[src/rtl/mer_meter_4ask_pkg.sv]
// Shared constants for the 4-ASK MER meter: sample widths, symbol codes and FSM states.
package mer_meter_4ask_pkg;

    localparam int SIG_W = 18;   // 1s17 filter output
    localparam int LVL_W = 17;   // unsigned 0s17 magnitudes
    localparam int ESQ_W = 36;   // unsigned 2s34 squared error

    localparam logic [LVL_W-1:0] LVL_MAX = 17'd131071;

    localparam logic [1:0] SYM_M3A = 2'b00;
    localparam logic [1:0] SYM_M1A = 2'b01;
    localparam logic [1:0] SYM_P1A = 2'b10;
    localparam logic [1:0] SYM_P3A = 2'b11;

    typedef logic [1:0] fsm_state_t;
    localparam fsm_state_t ST_IDLE = 2'd0;
    localparam fsm_state_t ST_ACQ  = 2'd1;
    localparam fsm_state_t ST_RUN  = 2'd2;

endpackage

[src/rtl/mer_meter_4ask_if.sv]
// Bundle of strobes, sample input and measurement results for the MER meter.
interface mer_meter_4ask_if;
    import mer_meter_4ask_pkg::*;

    // Handshake: sam/sym strobes and sym_valid/meas_valid are valid-only single-cycle
    // qualifiers with no back-pressure; the consumer must accept every pulse.
    logic                    sam_clk_ena;
    logic                    sym_clk_ena;
    logic                    enable;
    logic [1:0]              phase_sel;
    logic signed [SIG_W-1:0] sig_in;
    logic [1:0]              dec_sym;
    logic                    sym_valid;
    logic [LVL_W-1:0]        ref_level;
    logic [ESQ_W-1:0]        mean_err_sq;
    logic                    meas_valid;
    logic                    busy;
    logic [1:0]              state_dbg;

    modport master (
        output sam_clk_ena, sym_clk_ena, enable, phase_sel, sig_in,
        input  dec_sym, sym_valid, ref_level, mean_err_sq, meas_valid, busy, state_dbg
    );

    modport slave (
        input  sam_clk_ena, sym_clk_ena, enable, phase_sel, sig_in,
        output dec_sym, sym_valid, ref_level, mean_err_sq, meas_valid, busy, state_dbg
    );

endinterface

[src/rtl/mer_slicer_4ask.sv]
// Combinational 4-ASK slicer: magnitude, nearest-level decision and saturated error.
module mer_slicer_4ask
    import mer_meter_4ask_pkg::*;
(
    input  logic signed [SIG_W-1:0] x,
    input  logic [LVL_W-1:0]        ref_level,
    output logic [LVL_W-1:0]        abs_x,
    output logic [1:0]              dec_sym,
    output logic signed [SIG_W-1:0] dec_lvl,
    input  logic signed [SIG_W-1:0] x_q,
    input  logic signed [SIG_W-1:0] dec_lvl_q,
    output logic signed [SIG_W-1:0] err
);

    logic             neg;
    logic             inner;
    logic [LVL_W:0]   thresh;
    logic [LVL_W+1:0] three_a;
    logic [LVL_W-1:0] outer_lvl;
    logic [LVL_W-1:0] mag;
    logic [SIG_W:0]   err_wide;

    always_comb begin
        neg = x[SIG_W-1];
        // -2^17 has no positive twin in 1s17, so it clamps to the largest magnitude
        if (x == {1'b1, {LVL_W{1'b0}}}) begin
            abs_x = LVL_MAX;
        end else if (neg) begin
            abs_x = LVL_W'(-x);
        end else begin
            abs_x = LVL_W'(x);
        end

        thresh    = {ref_level, 1'b0};
        three_a   = {2'b00, ref_level} + {1'b0, ref_level, 1'b0};
        outer_lvl = (three_a > {2'b00, LVL_MAX}) ? LVL_MAX : three_a[LVL_W-1:0];
        inner     = ({1'b0, abs_x} < thresh) || (x == '0);
        mag       = inner ? ref_level : outer_lvl;
        dec_lvl   = neg ? -$signed({1'b0, mag}) : $signed({1'b0, mag});

        if (neg) begin
            dec_sym = inner ? SYM_M1A : SYM_M3A;
        end else begin
            dec_sym = inner ? SYM_P1A : SYM_P3A;
        end

        err_wide = {x_q[SIG_W-1], x_q} - {dec_lvl_q[SIG_W-1], dec_lvl_q};
        if (err_wide[SIG_W] != err_wide[SIG_W-1]) begin
            err = err_wide[SIG_W] ? $signed({1'b1, {LVL_W{1'b0}}}) : $signed({1'b0, LVL_MAX});
        end else begin
            err = $signed(err_wide[SIG_W-1:0]);
        end
    end

endmodule

[src/rtl/mer_meter_4ask.sv]
// 4-ASK MER meter: symbol-rate decimation, slicing pipeline, windowed level/error statistics.
module mer_meter_4ask
    import mer_meter_4ask_pkg::*;
#(
    parameter int LOG2_N = 12
)
(
    input  logic            sys_clk,
    input  logic            reset_n,
    mer_meter_4ask_if.slave bus
);

    localparam int ABS_ACC_W = LVL_W + LOG2_N;
    localparam int ERR_ACC_W = ESQ_W + LOG2_N;
    localparam logic [LOG2_N-1:0] LAST_CNT = '1;

    fsm_state_t              state_q;
    logic [1:0]              phase_q;
    logic [LOG2_N-1:0]       sym_count;
    logic                    strobe;
    logic                    take;

    logic [LVL_W-1:0]        slc_abs;
    logic [1:0]              slc_dec;
    logic signed [SIG_W-1:0] slc_lvl;
    logic signed [SIG_W-1:0] slc_err;
    logic signed [ESQ_W-1:0] esq;

    logic                    s1_valid, s1_last;
    logic signed [SIG_W-1:0] s1_x, s1_lvl;
    logic [LVL_W-1:0]        s1_abs;
    logic                    s2_valid, s2_last;
    logic [LVL_W-1:0]        s2_abs;
    logic [ESQ_W-1:0]        s2_esq;

    logic [ABS_ACC_W-1:0]    acc_abs, abs_sum;
    logic [ERR_ACC_W-1:0]    acc_err, err_sum;

    logic [1:0]              dec_sym_q;
    logic                    sym_valid_q;
    logic [LVL_W-1:0]        ref_level_q;
    logic [ESQ_W-1:0]        mean_err_sq_q;
    logic                    meas_valid_q;

    assign strobe  = bus.sam_clk_ena && (phase_q == bus.phase_sel);
    assign take    = strobe && bus.enable && (state_q != ST_IDLE);
    assign esq     = slc_err * slc_err;
    assign abs_sum = acc_abs + ABS_ACC_W'(s2_abs);
    assign err_sum = acc_err + ERR_ACC_W'(s2_esq);

    mer_slicer_4ask u_slicer (
        .x         (bus.sig_in),
        .ref_level (ref_level_q),
        .abs_x     (slc_abs),
        .dec_sym   (slc_dec),
        .dec_lvl   (slc_lvl),
        .x_q       (s1_x),
        .dec_lvl_q (s1_lvl),
        .err       (slc_err)
    );

    always_ff @(posedge sys_clk or negedge reset_n) begin
        if (!reset_n) begin
            phase_q <= 2'd0;
        end else if (bus.sam_clk_ena) begin
            phase_q <= bus.sym_clk_ena ? 2'd0 : phase_q + 2'd1;
        end
    end

    always_ff @(posedge sys_clk or negedge reset_n) begin
        if (!reset_n) begin
            state_q       <= ST_IDLE;
            sym_count     <= '0;
            s1_valid      <= 1'b0;
            s1_last       <= 1'b0;
            s1_x          <= '0;
            s1_lvl        <= '0;
            s1_abs        <= '0;
            s2_valid      <= 1'b0;
            s2_last       <= 1'b0;
            s2_abs        <= '0;
            s2_esq        <= '0;
            acc_abs       <= '0;
            acc_err       <= '0;
            dec_sym_q     <= 2'b00;
            sym_valid_q   <= 1'b0;
            ref_level_q   <= '0;
            mean_err_sq_q <= '0;
            meas_valid_q  <= 1'b0;
        end else begin
            sym_valid_q  <= 1'b0;
            meas_valid_q <= 1'b0;
            if (!bus.enable) begin
                // Dropping enable abandons the window and anything still in the pipe
                state_q   <= ST_IDLE;
                sym_count <= '0;
                s1_valid  <= 1'b0;
                s2_valid  <= 1'b0;
                acc_abs   <= '0;
                acc_err   <= '0;
            end else begin
                if (state_q == ST_IDLE) begin
                    state_q <= ST_ACQ;
                end

                s1_valid <= take;
                s1_last  <= take && (sym_count == LAST_CNT);
                if (take) begin
                    sym_count   <= sym_count + 1'b1;
                    s1_x        <= bus.sig_in;
                    s1_lvl      <= slc_lvl;
                    s1_abs      <= slc_abs;
                    dec_sym_q   <= slc_dec;
                    sym_valid_q <= 1'b1;
                end

                s2_valid <= s1_valid;
                s2_last  <= s1_last;
                s2_abs   <= s1_abs;
                s2_esq   <= $unsigned(esq);

                // The closing sample is folded into the result and the accumulators
                // restart from zero, so the next window loses nothing.
                if (s2_valid) begin
                    if (s2_last) begin
                        acc_abs     <= '0;
                        acc_err     <= '0;
                        ref_level_q <= LVL_W'(abs_sum >> (LOG2_N + 1));
                        if (state_q == ST_RUN) begin
                            mean_err_sq_q <= ESQ_W'(err_sum >> LOG2_N);
                            meas_valid_q  <= 1'b1;
                        end
                        state_q <= ST_RUN;
                    end else begin
                        acc_abs <= abs_sum;
                        if (state_q == ST_RUN) begin
                            acc_err <= err_sum;
                        end
                    end
                end
            end
        end
    end

    assign bus.dec_sym     = dec_sym_q;
    assign bus.sym_valid   = sym_valid_q;
    assign bus.ref_level   = ref_level_q;
    assign bus.mean_err_sq = mean_err_sq_q;
    assign bus.meas_valid  = meas_valid_q;
    assign bus.busy        = (state_q != ST_IDLE);
    assign bus.state_dbg   = state_q;

endmodule

[src/flat_wrapper.sv]
// flat-port wrapper written by rule: the top's interface ports become plain ports
module mer_meter_4ask_flat import mer_meter_4ask_pkg::*;
#(
    parameter int LOG2_N = 12
)
  (sys_clk, reset_n, bus_sam_clk_ena, bus_sym_clk_ena, bus_enable, bus_phase_sel, bus_sig_in, bus_dec_sym, bus_sym_valid, bus_ref_level, bus_mean_err_sq, bus_meas_valid, bus_busy, bus_state_dbg);
  mer_meter_4ask_if bus_i ();
  input  logic sys_clk;
  input  logic reset_n;
  input wire logic [$bits(bus_i.sam_clk_ena)-1:0] bus_sam_clk_ena;
  input wire logic [$bits(bus_i.sym_clk_ena)-1:0] bus_sym_clk_ena;
  input wire logic [$bits(bus_i.enable)-1:0] bus_enable;
  input wire logic [$bits(bus_i.phase_sel)-1:0] bus_phase_sel;
  input wire logic [$bits(bus_i.sig_in)-1:0] bus_sig_in;
  output wire logic [$bits(bus_i.dec_sym)-1:0] bus_dec_sym;
  output wire logic [$bits(bus_i.sym_valid)-1:0] bus_sym_valid;
  output wire logic [$bits(bus_i.ref_level)-1:0] bus_ref_level;
  output wire logic [$bits(bus_i.mean_err_sq)-1:0] bus_mean_err_sq;
  output wire logic [$bits(bus_i.meas_valid)-1:0] bus_meas_valid;
  output wire logic [$bits(bus_i.busy)-1:0] bus_busy;
  output wire logic [$bits(bus_i.state_dbg)-1:0] bus_state_dbg;
  assign bus_i.sam_clk_ena = bus_sam_clk_ena;
  assign bus_i.sym_clk_ena = bus_sym_clk_ena;
  assign bus_i.enable = bus_enable;
  assign bus_i.phase_sel = bus_phase_sel;
  assign bus_i.sig_in = bus_sig_in;
  assign bus_dec_sym = bus_i.dec_sym;
  assign bus_sym_valid = bus_i.sym_valid;
  assign bus_ref_level = bus_i.ref_level;
  assign bus_mean_err_sq = bus_i.mean_err_sq;
  assign bus_meas_valid = bus_i.meas_valid;
  assign bus_busy = bus_i.busy;
  assign bus_state_dbg = bus_i.state_dbg;
  mer_meter_4ask #(.LOG2_N(LOG2_N)) u_core (.sys_clk(sys_clk), .reset_n(reset_n), .bus(bus_i));
endmodule
[config.mk]
export PLATFORM = sky130hd
export DESIGN_NAME = mer_meter_4ask_flat
export DESIGN_NICKNAME = d
export VERILOG_FILES = /design/src/rtl/mer_meter_4ask_pkg.sv /design/src/rtl/mer_meter_4ask_if.sv /design/src/rtl/mer_slicer_4ask.sv /design/src/rtl/mer_meter_4ask.sv /design/src/flat_wrapper.sv
export SDC_FILE = /design/constraint.sdc
export NUM_CORES = 1
export LEC_CHECK = 0
export BUFFER_PORTS_ARGS = -buffer_cell sky130_fd_sc_hd__buf_4
export CAP_MARGIN = 5
export CORE_MARGIN = 8
export CORE_UTILIZATION = 45
export CTS_CLUSTER_SIZE = 8
export DETAILED_ROUTE_END_ITERATION = 16
export MAX_ROUTING_LAYER = met4
export PLACE_DENSITY = 0.68
export SLEW_MARGIN = 40
export SYNTH_ARGS = -nofsm -noshare
export SYNTH_HDL_FRONTEND = slang
export SYNTH_HIERARCHICAL = 1
export SYNTH_SLANG_ARGS = --single-unit
[constraint.sdc]
create_clock -name sys_clk -period 9.8 [get_ports sys_clk]
set_input_delay 0.98 -clock sys_clk [delete_from_list [all_inputs] [get_ports sys_clk]]
set_output_delay 0.98 -clock sys_clk [all_outputs]
set_load 0.05 [all_outputs]
## After elaboration in Yosys (flattened, before gate mapping)

Index checks and enable logic that the tools add are counted.
W data, S select, Z words.

- Output and inout bits: 60
- Logic and storage cells: 82
- Register bits: 259

- Equality and inequality tests: 8
- Muxes and demuxes: 32
- Multiply operators: 1
- Magnitude comparators: 2
- Reduce and logical (&&, ||, !) cells: 12
- Add/sub/neg operators: 8

Operators by type and width:

| cell | count |
|---|---|
| $mux W48 | 4 |
| $mux W29 | 3 |
| $mux W17 | 4 |
| $mux W18 | 3 |
| $add A48 B36 Y48 | 1 |
| $mul A18 B18 Y36 | 1 |
| $add A29 B17 Y29 | 1 |
| $mux W12 | 2 |
| $sub A18 B18 Y19 | 1 |
| $add A16 B17 Y18 | 1 |
| $eq A18 B18 Y1 const B | 1 |
| $gt A18 B17 Y1 const B | 1 |
| $logic_not A18 Y1 | 1 |
| $neg A17 Y18 | 1 |
| $lt A17 B17 Y1 | 1 |
| $neg A17 Y17 | 1 |
| $add A12 B1 Y12 const B | 1 |
| $eq A12 B12 Y1 const B | 1 |
| $mux W2 | 6 |
| $mux W1 | 10 |
| $logic_and A1 B1 Y1 | 4 |
| $ne A2 B1 Y1 const B | 2 |
| $reduce_and A2 Y1 | 2 |
| $reduce_and A4 Y1 | 1 |
| other kinds (9) | 9 |

## Longest topological paths before layout

- Depth in word-level cells: 8
- Gate-level depth with buffers: 39

## By module

Netlist, hierarchy kept.

By module, submodules not included:

| module | area each (um2) | instances | cells each |
|---|---|---|---|
| mer_meter_4ask | 23,914.2 | 1 | 2,434 |
| mer_slicer_4ask | 3,520.9 | 1 | 535 |

## Least setup slack after synthesis

No wires, ideal clock.

- Kind: reg2reg
- From: register u_core.s1_x[6]
- To: register u_core.s2_esq[32]
- Stages on the path, launching flop included: 36
- Clock period less this slack: 9,490 ps
- Data arrival time: 9,365 ps
- Data required time: 9,675 ps
- Path slack: 310 ps
- Library setup time: 125 ps
- Cells stage by stage: dfrtp_1 > ha_1 > a211o_1 > or2_1 > o2111ai_1 > a21oi_1 > o41a_1 > o41a_1 > a21oi_1 > nor3_1 > nor3_2 > buf_2 > o21ai_0 > inv_1 > nor2_1 > fa_1 > inv_1 > fa_1 > inv_1 > ha_1 > inv_1 > fa_1 > inv_1 > fa_1 > inv_1 > fa_1 > inv_1 > ha_1 > a21o_1 > a21oi_1 > nand2_1 > a311oi_1 > nor2_1 > a311o_1 > xor2_1 > mux2_2

- Cells in the longest elaborated chain, start to end: 4
- Elaborated cells on any way between the ends: 5

Ends and longest elaborated chain:

| item | RTL line | source |
|---|---|---|
| start: declaration | mer_meter_4ask.sv:30 | `logic signed [SIG_W-1:0] s1_x, s1_lvl;` |
| start signal: assignment | mer_meter_4ask.sv:110 | `s1_x <= bus.sig_in;` |
| $sub A18 B18 Y19 * | mer_slicer_4ask.sv:47 | `err_wide = {x_q[SIG_W-1], x_q} - {dec_lvl_q[SIG_W-1], dec_lvl_q};` |
| $mux W18 / $ne A1 B1 Y1 (equally long branches) | mer_slicer_4ask.sv:49, mer_slicer_4ask.sv:48 |  |
| $mux W18 * | mer_slicer_4ask.sv:48 | `if (err_wide[SIG_W] != err_wide[SIG_W-1]) begin` |
| named net u_core.slc_err[2] | mer_meter_4ask.sv:26 | `logic signed [SIG_W-1:0] slc_err;` |
| $mul A18 B18 Y36 * | mer_meter_4ask.sv:47 | `assign esq = slc_err * slc_err;` |
| end signal: assignment | mer_meter_4ask.sv:120 | `s2_esq <= $unsigned(esq);` |
| end: declaration | mer_meter_4ask.sv:34 | `logic [ESQ_W-1:0] s2_esq;` |

Mark *: on every way through the listed nets, which the timed path passes. The rest lies on a longest branch.
A chain may end at the register's enable or synchronous reset.

## Worst setup path in the final report

- From: register u_core.s1_lvl[6]
- To: register u_core.s2_esq[32]

- Cells in the longest elaborated chain, start to end: 4
- Elaborated cells on any way between the ends: 5

Ends and longest elaborated chain:

| item | RTL line | source |
|---|---|---|
| start: declaration | mer_meter_4ask.sv:30 |  |
| start signal: assignment | mer_meter_4ask.sv:111 | `s1_lvl <= slc_lvl;` |
| $sub A18 B18 Y19 * | mer_slicer_4ask.sv:47 |  |
| $mux W18 / $ne A1 B1 Y1 (equally long branches) | mer_slicer_4ask.sv:49, mer_slicer_4ask.sv:48 |  |
| $mux W18 * | mer_slicer_4ask.sv:48 |  |
| named net u_core.slc_err[12] | mer_meter_4ask.sv:26 |  |
| $mul A18 B18 Y36 * | mer_meter_4ask.sv:47 |  |

Marked as above.

==> summary.txt <==
Final layout
  • Post-route cell area: 30440 µm²
  • Most frequent cells in the layout: 511 x inv_1, 296 x fa_1, 290 x nand2_1, 257 x dfrtp_1, 220 x ha_1
  • Filler Cells Inserted: 5657
  • Fin util: 0.5043
  • Most common cell after layout, fill and taps aside: inv_1
  • Layout cells sized above 1: 0.1231
  • NumNets Final: 3602
  • Layout Area Growth over Synthesis: 10.95%
  • Footprint of the multi-input gates: 18860 µm²
  • Seq. cell area: 6431 µm²

Clocking
  • Root Driver: clkbuf_16
  • CTS Buf Count: 39
  • Clock Pin Slew Worst Setup and Hold Paths: 0.05 ns
  • Clk sinks: 257
  • CTS Buffer Depth: 3
  • Htree depth: 2
  • Clock Latency Late Sink: 0.54 ns
  • CTS tree: done

Setup path
  • CP delay by family, top: adder cells
  • R2R cell count: 36
  • Cell mode on critical path: fa_1
  • Worst path slowest cell: fa_1
  • Max FO, Critical Path: 15
  • Setup CP Type: flop to flop
  • CP endpoint kind: flop
  • Worst EP required: 10.21 ns
  • CP Data Arrival Time: 9.80 ns
  • Crit path buf inv count: 8
  • Crit path depth: 36
  • CP Launch Type: flop
  • Reg2Reg Setup Slack: 0.42 ns
  • Slowest stage delay, CP: 0.57 ns

Floorplan
  • Core area: 60360 µm²
  • Chip Height: 262.9 µm
  • Starting Density: 0.4545
  • Io pins: 85
  • Die area: 69120 µm²
  • Die Span X: 262.9 µm
  • Site Rows: 90

Drt
  • DR iter-0 viols: 1165
  • Final ANT Viol Nets: 0
  • WL per Instance: 16.72 µm
  • Routed vias: 20680
  • DRC viols: 0
  • Total wire length: 64.29 mm
  • Drt first pass iters: 6
  • Vias per cell: 5.378

Logic synthesis
  • Post-synth EDFFs: 0
  • Sequential area share after synthesis: 0.2344
  • Synth Register Bits: 257
  • Asr flop ratio synth: 1.000
  • Netlist Area Pre-Place: 27440 µm²
  • YS warnings: 6
  • Unique masters post-synth: 90
  • Synth Flop Type: dfrtp_1
  • Syn_area_per_cell: 9.241 µm²
  • Synth Instances: 2969

Timing
  • RSZ-0062 raised after global routing: false
  • Tmin final: 9.383 ns
  • Post-Route Setup TNS: 0 ns
  • Hold WS: 0.3919 ns
  • Final hold vios: 0
  • Worst-Margin Slew: 0.7965 ns
  • Worst Skew: 0.01335 ns
  • Final setup fails: 0
  • Max-slew violations: 0
  • Final worst path period share: 0.9575
  • Fmax: 0.1066 GHz
  • Rel. slew slack: 0.4671

Placed design
  • Port Buffers: 83
  • GP Congestion: 0.9211
  • Detailed Place HPWL: 50.25 mm
  • DP Area: 29250 µm²

Worst hold path
  • Worst Hold Class: primary input to asynchronous set/reset pin

Outcome
  • Status: finished clean

GRT
  • Initial antenna violation count: 1
  • GRT Util Overall: 0.1959
  • Grt total ovfl: 0
  • Pin count of the biggest net entering global routing: 148
  • First-pass GRT wire length: 109.6 mm
  • Number of global-route vias before repair: 21570

Run
  • Max-cap viol count: 0
-- stage by stage --
stage | std cells | worst slack [ns]
after floorplan | 2979 | 0.3099
after global placement | 3795 | 0.3085
after detailed placement | 3796 | 0.2166
after CTS | 3840 | 0.1733
after global routing | 3846 | 0.001199
final | 3846 | 0.4169
-- cells in the mapped netlist, types with 7 or more instances --
cell / number / area, µm²
nand2_1: 291 / 1092
o21a_1: 18 / 135.1
clkbuf_1: 87 / 326.6
o211ai_1: 13 / 97.59
ha_1: 220 / 2753
nor2b_1: 13 / 81.33
fa_1: 297 / 5946
o31ai_1: 18 / 135.1
a21oi_1: 144 / 720.7
a21boi_0: 11 / 82.58
a21o_1: 56 / 420.4
and2_1: 56 / 350.3
buf_1: 7 / 26.28
o21bai_1: 10 / 75.07
or2_2: 12 / 75.07
a22o_1: 26 / 227.7
inv_1: 513 / 1926
dfrtp_1: 257 / 6431
mux2i_1: 7 / 70.07
mux2_2: 111 / 1250
nor2_1: 112 / 420.4
a211o_1: 9 / 78.83
nand3_1: 46 / 230.2
a31oi_1: 19 / 118.9
nand2b_1: 22 / 137.6
xnor2_1: 99 / 867.1
xor2_1: 62 / 543.0
a211oi_1: 11 / 82.58
o21ai_0: 178 / 890.9
nor3_1: 37 / 185.2
and3_1: 14 / 87.58
or3_1: 19 / 118.9
nor4_1: 13 / 81.33
a41oi_1: 7 / 61.31
a31o_2: 10 / 87.58
nand4_1: 26 / 162.7
-- what timing repair did --
item | in CTS | in global routing
hold buffers | 0 | 0
endpoints found under the setup margin | 0 | 11
gates resized for setup | 0 | 29
buffers inserted | 0 | 3
-- sequential cells by signal, summed over array words and instances (netlist names), 2 cells and up --
name,flops
u_core/acc_abs,29
u_core/acc_err,48
u_core/bus.dec_sym,2
u_core/bus.mean_err_sq,36
u_core/bus.ref_level,16
u_core/bus.state_dbg,2
u_core/phase_q,2
u_core/s1_abs,17
u_core/s1_lvl,18
u_core/s1_x,18
u_core/s2_abs,17
u_core/s2_esq,35
u_core/sym_count,12
-- layout make-up --
| type | count | share of cell area |
|---|---|---|
| Multi-Input combinational cell | 2106 | 0.6195 |
| Antenna cell | 1 | 0.00008221 |
| Clock inverter | 4 | 0.0009865 |
| Clock buffer | 40 | 0.03218 |
| Timing Repair Buffer | 141 | 0.04028 |
| Sequential cell | 257 | 0.2113 |
| Inverter | 515 | 0.06350 |
| Tap cell | 782 | 0.03214 |
-- kinds of logic (layout without fill, tap and decap cells) --
family / after synthesis / after routing / synth area share
and+or+nand+nor: 691 / 691 / 0.1205
buffers and inverters: 616 / 700 / 0.08478
AOI/OAI and AO/OA: 608 / 608 / 0.1436
adders and majority gates: 517 / 517 / 0.3171
DFF: 257 / 257 / 0.2344
xor gates and xnor gates: 161 / 161 / 0.05140
muxes: 118 / 118 / 0.04811
other: 1 / 12 / 0.0001367
-- metal layers --
metal / track usage / wire [µm]
met1: 0.2473 / 28500
met5: - / 0
met3: 0.02283 / 2442
met2: 0.3310 / 31560
met4: 0.05665 / 1785
-- final timing paths --
path                                                   end                  startpoint
max in group asynchronous                  u_core/s1_x[12]                     reset_n
worst max register to register           u_core/s2_esq[32]            u_core/s1_lvl[6]
worst min-delay path            u_core/bus.mean_err_sq[30]                     reset_n
worst min register to register  u_core/bus.mean_err_sq[34]  u_core/bus.mean_err_sq[34]
min in group sys_clk            u_core/bus.mean_err_sq[34]  u_core/bus.mean_err_sq[34]
worst max-delay path                     u_core/s2_esq[32]            u_core/s1_lvl[6]
-- worst register-to-register path, delay by kind of cell (launching register included) --
family,cells,cell delay (ns)
AOI/OAI and AO/OA,12,2.92
xor gates and xnor gates,1,0.15
adders and majority gates,8,3.79
buffers and inverters,8,0.97
DFF,1,0.36
muxes,1,0.26
and+or+nand+nor,6,0.81
Power is left out: the tool's default activity adds up to more than one toggle a clock period on the data nets, which glitch-free logic cannot reach.
